File: config.mk
export PLATFORM = sky130hd
export DESIGN_NAME = serial_bit_source
export DESIGN_NICKNAME = d
export VERILOG_FILES = /design/src/rtl/seq_pkg.sv /design/src/rtl/bit_counter.sv /design/src/rtl/serial_bit_source.sv
export SDC_FILE = /design/constraint.sdc
export NUM_CORES = 1
export LEC_CHECK = 0
export ABC_CLOCK_PERIOD_IN_PS = 1650
export BUFFER_PORTS_ARGS = -buffer_cell sky130_fd_sc_hd__buf_2
export CAP_MARGIN = 10
export CORE_MARGIN = 1.5
export CORE_UTILIZATION = 49
export DETAILED_ROUTE_END_ITERATION = 7
export PLACE_DENSITY = 0.74
export SYNTH_ARGS = -nofsm -noshare
export SYNTH_HDL_FRONTEND = slang
export SYNTH_SLANG_ARGS = --single-unit
File: constraint.sdc
create_clock -name clk -period 1.65 [get_ports clk]
set_input_delay 0.165 -clock clk [delete_from_list [all_inputs] [get_ports clk]]
set_output_delay 0.165 -clock clk [all_outputs]
set_load 0.05 [all_outputs]
File: src/rtl/seq_pkg.sv
// seq_pkg: shared types and helpers for the serial_bit_source front end of seq_circuit.
//   src_state_t        : serializer FSM state (IDLE, SHIFT)
//   IDLE_LEVEL_DEFAULT : default level driven on x outside a frame
//   even_parity()      : XOR reduction of a data word (zero-extend narrower words)
package seq_pkg;

  typedef enum logic [0:0] {
    IDLE  = 1'b0,
    SHIFT = 1'b1
  } src_state_t;

  localparam logic IDLE_LEVEL_DEFAULT = 1'b0;

  function automatic logic even_parity(input logic [31:0] word);
    return ^word;
  endfunction

endpackage

File: src/rtl/bit_counter.sv
// bit_counter: frame bit position counter.
// Ports:
//   clk   in  system clock
//   reset in  asynchronous active-high reset, count -> 0
//   clear in  synchronous clear to 0 (has priority over inc)
//   inc   in  advance the count by one
//   last  out count == FLEN-1 (last bit of the frame)
module bit_counter #(
  parameter int unsigned WIDTH = 8,
  parameter int unsigned FLEN  = WIDTH
) (
  input  logic clk,
  input  logic reset,
  input  logic clear,
  input  logic inc,
  output logic last
);

  localparam int unsigned CW = $clog2(WIDTH + 2);
  localparam logic [CW-1:0] LastCnt = CW'(FLEN - 1);

  logic [CW-1:0] r_count;

  // Width leaves headroom past FLEN-1, so the count never wraps.
  always_ff @(posedge clk or posedge reset) begin
    if (reset) begin
      r_count <= '0;
    end else if (clear) begin
      r_count <= '0;
    end else if (inc) begin
      r_count <= r_count + CW'(1);
    end
  end

  assign last = (r_count == LastCnt);

endmodule

File: src/rtl/serial_bit_source.sv
// serial_bit_source: serializes parallel words onto the single-bit x stream of seq_circuit.
// Optional feature macro: SERIAL_BIT_SOURCE_PARITY_EN appends an even-parity bit per frame.
// Ports:
//   clk       in  system clock
//   reset     in  asynchronous active-high reset
//   din       in  parallel word (WIDTH bits), sampled only on accept
//   din_valid in  din is valid
//   din_ready out block can accept din (IDLE, or the last-bit cycle of a frame)
//   x         out serial bit (IDLE_LEVEL outside a frame)
//   x_valid   out x carries a frame bit
//   busy      out frame in progress
//   done      out pulse with the last bit of a frame
module serial_bit_source
  import seq_pkg::*;
#(
  parameter int unsigned WIDTH      = 8,
  parameter bit          MSB_FIRST  = 1'b1,
  parameter logic        IDLE_LEVEL = IDLE_LEVEL_DEFAULT
) (
  input  logic             clk,
  input  logic             reset,
  input  logic [WIDTH-1:0] din,
  input  logic             din_valid,
  output logic             din_ready,
  output logic             x,
  output logic             x_valid,
  output logic             busy,
  output logic             done
);

`ifdef SERIAL_BIT_SOURCE_PARITY_EN
  localparam int unsigned FLEN = WIDTH + 1;
`else
  localparam int unsigned FLEN = WIDTH;
`endif

  src_state_t      r_state;
  src_state_t      w_state_next;
  logic [FLEN-1:0] r_shift;
  logic [FLEN-1:0] w_shift_next;
  logic [FLEN-1:0] w_load;
  logic            w_last;
  logic            w_accept;
  logic            w_head;

  assign w_accept = din_valid & din_ready;

  // Frame image as loaded; the parity bit sits where it is shifted out last.
`ifdef SERIAL_BIT_SOURCE_PARITY_EN
  logic w_parity;
  assign w_parity = even_parity(32'(din));
  assign w_load   = MSB_FIRST ? {din, w_parity} : {w_parity, din};
`else
  assign w_load = din;
`endif

  assign w_head = MSB_FIRST ? r_shift[FLEN-1] : r_shift[0];

  bit_counter #(
    .WIDTH (WIDTH),
    .FLEN  (FLEN)
  ) u_bit_counter (
    .clk   (clk),
    .reset (reset),
    .clear (w_accept),
    .inc   ((r_state == SHIFT) && !w_accept),
    .last  (w_last)
  );

  // State register.
  always_ff @(posedge clk or posedge reset) begin
    if (reset) begin
      r_state <= IDLE;
    end else begin
      r_state <= w_state_next;
    end
  end

  // Next-state logic.
  always_comb begin
    w_state_next = r_state;
    unique case (r_state)
      IDLE:    if (w_accept) w_state_next = SHIFT;
      SHIFT:   if (w_last && !w_accept) w_state_next = IDLE;
      default: w_state_next = IDLE;
    endcase
  end

  // Outputs come straight from registered state, so x/x_valid/done stay aligned.
  always_comb begin
    x_valid   = (r_state == SHIFT);
    busy      = (r_state == SHIFT);
    done      = (r_state == SHIFT) && w_last;
    x         = (r_state == SHIFT) ? w_head : IDLE_LEVEL;
    din_ready = !reset && ((r_state == IDLE) || ((r_state == SHIFT) && w_last));
  end

  // Shift register: reload on accept, otherwise advance one bit per SHIFT cycle.
  always_comb begin
    w_shift_next = r_shift;
    if (w_accept) begin
      w_shift_next = w_load;
    end else if (r_state == SHIFT) begin
      w_shift_next = MSB_FIRST ? {r_shift[FLEN-2:0], 1'b0} : {1'b0, r_shift[FLEN-1:1]};
    end
  end

  always_ff @(posedge clk or posedge reset) begin
    if (reset) begin
      r_shift <= '0;
    end else begin
      r_shift <= w_shift_next;
    end
  end

endmodule
# Word level (Yosys, flattened, before mapping)
# Index checks and enable logic that the tools add are counted.
# totals
regBits	13
inputBits	11
out_inout_bits	5
elab_cells	24
# classes
n_addsub	1
n_eq_ne	1
muxes	8
bitwise_logic	2
reduce_logical	9
# op_table
operator	n
$mux 8	2
$mux 4	2
$add 4x1->4 const B	1
$eq 4x3->1 const B	1
$logic_and 1x1->1	4
$reduce_bool 2->1	2
$mux 1	3
$logic_not 1->1	2
$pmux 1 s2	1
$and 1x1->1	1
$logic_or 1x1->1	1
$not 1->1	1

# Depth between registers and ports, before layout
# depth
word_depth	9
mapped_depth	4
mapped_depth_nobuf	4

# Modules after synthesis
# A second synthesis with hierarchy kept.
# hier_totals
cells_unflattened	57
hier_area_um2	728.2
# modules_own_cells
module	instances	cells_per_inst	area_each_um2	seq_area_each_um2
serial_bit_source	1	38	524.3	225.2
bit_counter	1	19	203.9	100.1

# Worst setup path after synthesis
# No wires, ideal clock.
# synth_path
kind	register -> output
start	register r_state, in the netlist busy
end	output din_ready
t_arrival_ns	1.675
required_ns	1.485
setup_slack_ns	-0.190
path_stages_with_launch	3
n_path_buf	1
path_cell_list	dfrtp_1 buf_4 a21oi_1
# synth_via
elab_chain_len	3
word_cells_on_any_way	4
cone_classes	bitwise (1); reduce/logical (3)
# synth_lines
element	line	text
start, declared	serial_bit_source.sv:37	src_state_t r_state;
start signal, assigned	serial_bit_source.sv:75	r_state <= w_state_next;
$logic_and 1x1->1 or $not 1->1 (tied branches)	serial_bit_source.sv:95	din_ready = !reset && ((r_state == IDLE) || ((r_state == SHIFT) && w_last));
$logic_or 1x1->1 (*)	serial_bit_source.sv:95	
$logic_and 1x1->1 (*)	serial_bit_source.sv:95	
end, declared	serial_bit_source.sv:24	output logic din_ready,
# Every way passes the cells marked *; elsewhere a longest branch is shown, timed or not.

# Worst setup path after layout
# layout_path
start	register u_bit_counter.r_count[1]
end	output din_ready
# layout_via
elab_chain_len	4
# layout_lines
element	line	text
start, declared	bit_counter.sv:22	logic [CW-1:0] r_count;
start signal, assigned	bit_counter.sv:31	r_count <= r_count + CW'(1);
$eq 4x3->1	bit_counter.sv:35	assign last = (r_count == LastCnt);
$logic_and 1x1->1	serial_bit_source.sv:95	
$logic_or 1x1->1	serial_bit_source.sv:95	
$logic_and 1x1->1	serial_bit_source.sv:95	
# Every way passes these cells.

==> impl_results.md <==
* Status: complete, no violations
* Worst Tran Pin Value at 508 ps
* Initial Utilization at 0.518
* Final Max Tran Viols at 0
* Sequential share of power at 0.356
* NetSw at 0.733 mW
* Die height at 39.6 um
* Vias in the first global route at 511
* Top cell type's share of synthesized area at 0.495
* WP depth at 4
* Antenna violations before repair at 0
* Crit path buf inv count at 1
* HP Class: input pin to flip-flop
* Minimum clock period at 1640 ps
* Worst slew margin at 0.661
* Die ar. at 1570 sq um
* DRC viols at 0
* Seq cells post-synth at 13
* Yosys top cell by area: dfrtp_1
* Yosys Warn Count at 0
* Crit start category: flip-flop
* Largest net degree at the start of global routing at 14
* Starting DRT DRC Count at 11
* DP Wirelength at 907 um
* DR pass1 iterations at 4
* Diode count at 0
* Clk pwr share at 0.122
* Post-DR wirelength/cell at 16.0 um
* RePlAce Congestion at 0.763
* Share of cells above drive strength 1 at 0.377
* Logic pwr share at 0.522
* CTS tree: yes
* Distinct cell type count after synthesis at 25
* Fmax at 609 MHz
* Total wire length at 1.48 mm
* FF-to-FF path depth at 5
* Synthesized instance count at 57
* Overall routing resource usage at 0.234
* Leak at 0.351 nW
* Switch share at 0.441
* Clk buf depth at 2
* Avg Synthesized Cell Area at 11.5 sq um
* Slowest cell on the critical path: dfrtp_1
* Sequential fraction of the synthesis area at 0.495
* Largest stage delay, worst path at 380 ps
* GR Overflow Total at 0
* Synth Cell Area at 657 sq um
* # IOs at 16
* Hold Crit Depth at 2
* TritonCTS Buffers at 3
* Maximum VDD drop at 1.09 mV
* P&R area growth vs syn at 23.4%
* TritonCTS Sinks at 13
* Routed Antenna Nets at 0
* Max-cap violations at 0
* Cell family with most CP delay: flip-flops
* Cells after DPL at 85
* Mapped Nets at 69
* Pwr Density at 2050 nW/um^2
* Vias at 537
* I/O Buffers at 15
* Final net count at 90
* Clock Skew at 0.961 ps
* Placeable Area at 1270 sq um
* Synth top area cells: dfrtp_1, o221a_1, or3_1
* Final Cycle Share at 0.995
* CTS H-tree lvls at 1
* Vias/cell at 5.84
* Internal Power at 0.928 mW
* Total Power at 1.66 mW
* Critical path required time at 1480 ps
* Row cnt at 13
* CP Class: flip-flop to primary output
* Clk_lat worst skew at 280 ps
* Clk pin slew, worst setup/hold paths at 80 ps
* Final Setup Violations at 0
* CP Capture Type: primary output
* Critical Path AT at 1480 ps
* Max Fanout on Critical Path at 5
* Die width at 39.6 um
* Cell Chain, Critical Path: ha_2 -> nand3b_1 -> a21oi_2 -> buf_6
* Clock root buffer: clkbuf_4
* RSZ-0062 raised after global routing: yes
* Final hold vios at 0
* Non-Filler Instances at 92
* First-pass GRT wire length at 2.25 mm
-- final timing paths --
| path | slack (ps) | to | start |
|---|---|---|---|
| max | 9 | din_ready | u_bit_counter.r_count[1]$_DFFE_PP0P_ |
| min | 100 | r_shift[0]$_DFFE_PP0P_ | din[0] |
| max reg2reg | 140 | u_bit_counter.r_count[1]$_DFFE_PP0P_ | u_bit_counter.r_count[1]$_DFFE_PP0P_ |
| min reg2reg | 530 | r_shift[0]$_DFFE_PP0P_ | r_shift[0]$_DFFE_PP0P_ |
| max in group asynchronous | 830 | u_bit_counter.r_count[1]$_DFFE_PP0P_ | reset |
| min in group asynchronous | 490 | r_shift[5]$_DFFE_PP0P_ | reset |
-- synth_stat cells --
library cell,instances
nand2b_1,1
inv_2,1
buf_2,1
nor2_1,2
nand4_1,1
nand2_1,3
a32o_1,1
xor2_1,1
nand3b_1,1
and2_1,1
ha_1,1
o21ai_0,3
and3b_1,1
o22ai_1,1
o221a_1,7
dfrtp_1,13
o21ai_4,1
o21ai_2,1
inv_1,1
and2b_4,1
a21oi_1,2
buf_4,2
mux2_4,1
or3_1,7
o211ai_1,2
-- power by group through the flow --
stage / Sequential (mW) / Combinational [mW] / Clock [mW]
2_1_floorplan: 0.606 / 0.616 / 0
3_3_place_gp: 0.591 / 0.769 / 0
3_5_place_dp: 0.592 / 0.784 / 0
4_1_cts: 0.590 / 0.813 / 0.209
5_1_grt: 0.611 / 0.922 / 0.220
6_report: 0.591 / 0.866 / 0.203
-- state kept, by name (all words and copies together), names as in the netlist --
| name | count |
|---|---|
| r_shift | 8 |
| u_bit_counter.r_count | 4 |
| busy | 1 |
-- layout make-up --
| cell class | instances | area, sq um |
|---|---|---|
| multi-input cells | 39 | 313 |
| inverters | 2 | 7.51 |
| clock buffers | 4 | 26.3 |
| flip-flops and latches | 13 | 325 |
| repair buffers | 19 | 120 |
| well taps | 15 | 18.8 |
| fillers | 105 | 458 |
-- worst register-to-register path, cell delays in order (launching register included) --
cell      delay [ps]
dfrtp_1          380
ha_2             200
nand3b_1         220
buf_4            230
o211ai_1         210
o21ai_0          130
-- routing by layer --
metal  vias to the layer above  wire, um  share of wire  track usage
met5                         -         0              0            0
met2                        15       693           0.47        0.340
met3                         6        85          0.058        0.108
met4                         0        59          0.040        0.155
met1                       261       637           0.43        0.271
li1                        255         -              -            -
-- metrics by stage --
| stage | hold slack (ps) | cell area, sq um | util | worst slack [ps] | TNS [ps] |
|---|---|---|---|---|---|
| after CTS | 100 | 797 | 0.628 | 13.8 | 0 |
| after global routing | 109 | 811 | 0.639 | -62.8 | -71.6 |
| after detailed placement | 250 | 744 | 0.587 | 198 | 0 |
| after global placement | 241 | 744 | 0.587 | 244 | 0 |
| final | 103 | 811 | 0.639 | 8.60 | 0 |
| after floorplan | 42.0 | 663 | - | 32.2 | 0 |
-- placed cells by master, fill, tap and decap left out, drive strengths merged --
cell and count:
nand4 1, nor2 2, and2 1, o21ai 5, and2b 1, nand2 3
nand2b 1, xor2 1, a21oi 2, nand3b 1, mux2 1, o211ai 2
and3b 1, a32o 1, or3 7, o221a 7, o22ai 1, inv 2
dfrtp 13, ha 1, dlygate4sd3 1, buf 18, clkbuf 4
-- what timing repair did --
action | in CTS | in global routing
pin swaps | 1 | 1
hold buffers | 1 | 0
resized for setup | 3 | 2
hold endpoints to repair | 13 | 0
buffers inserted | 1 | 1
endpoints found under the setup margin | 2 | 2
gates cloned | 0 | 0
-- cell families (layout without fill, tap and decap cells) --
kind of cell / Yosys count / count (layout) / synth area share
adders and majority gates: 1 / 1 / 0.0190
buffers and inverters: 5 / 25 / 0.0419
DFF: 13 / 13 / 0.495
and+or+nand+nor: 18 / 18 / 0.164
muxes: 1 / 1 / 0.0229
AOI/OAI and AO/OA: 18 / 18 / 0.244
xor gates and xnor gates: 1 / 1 / 0.0133
Power figures use the tool's default switching activity.
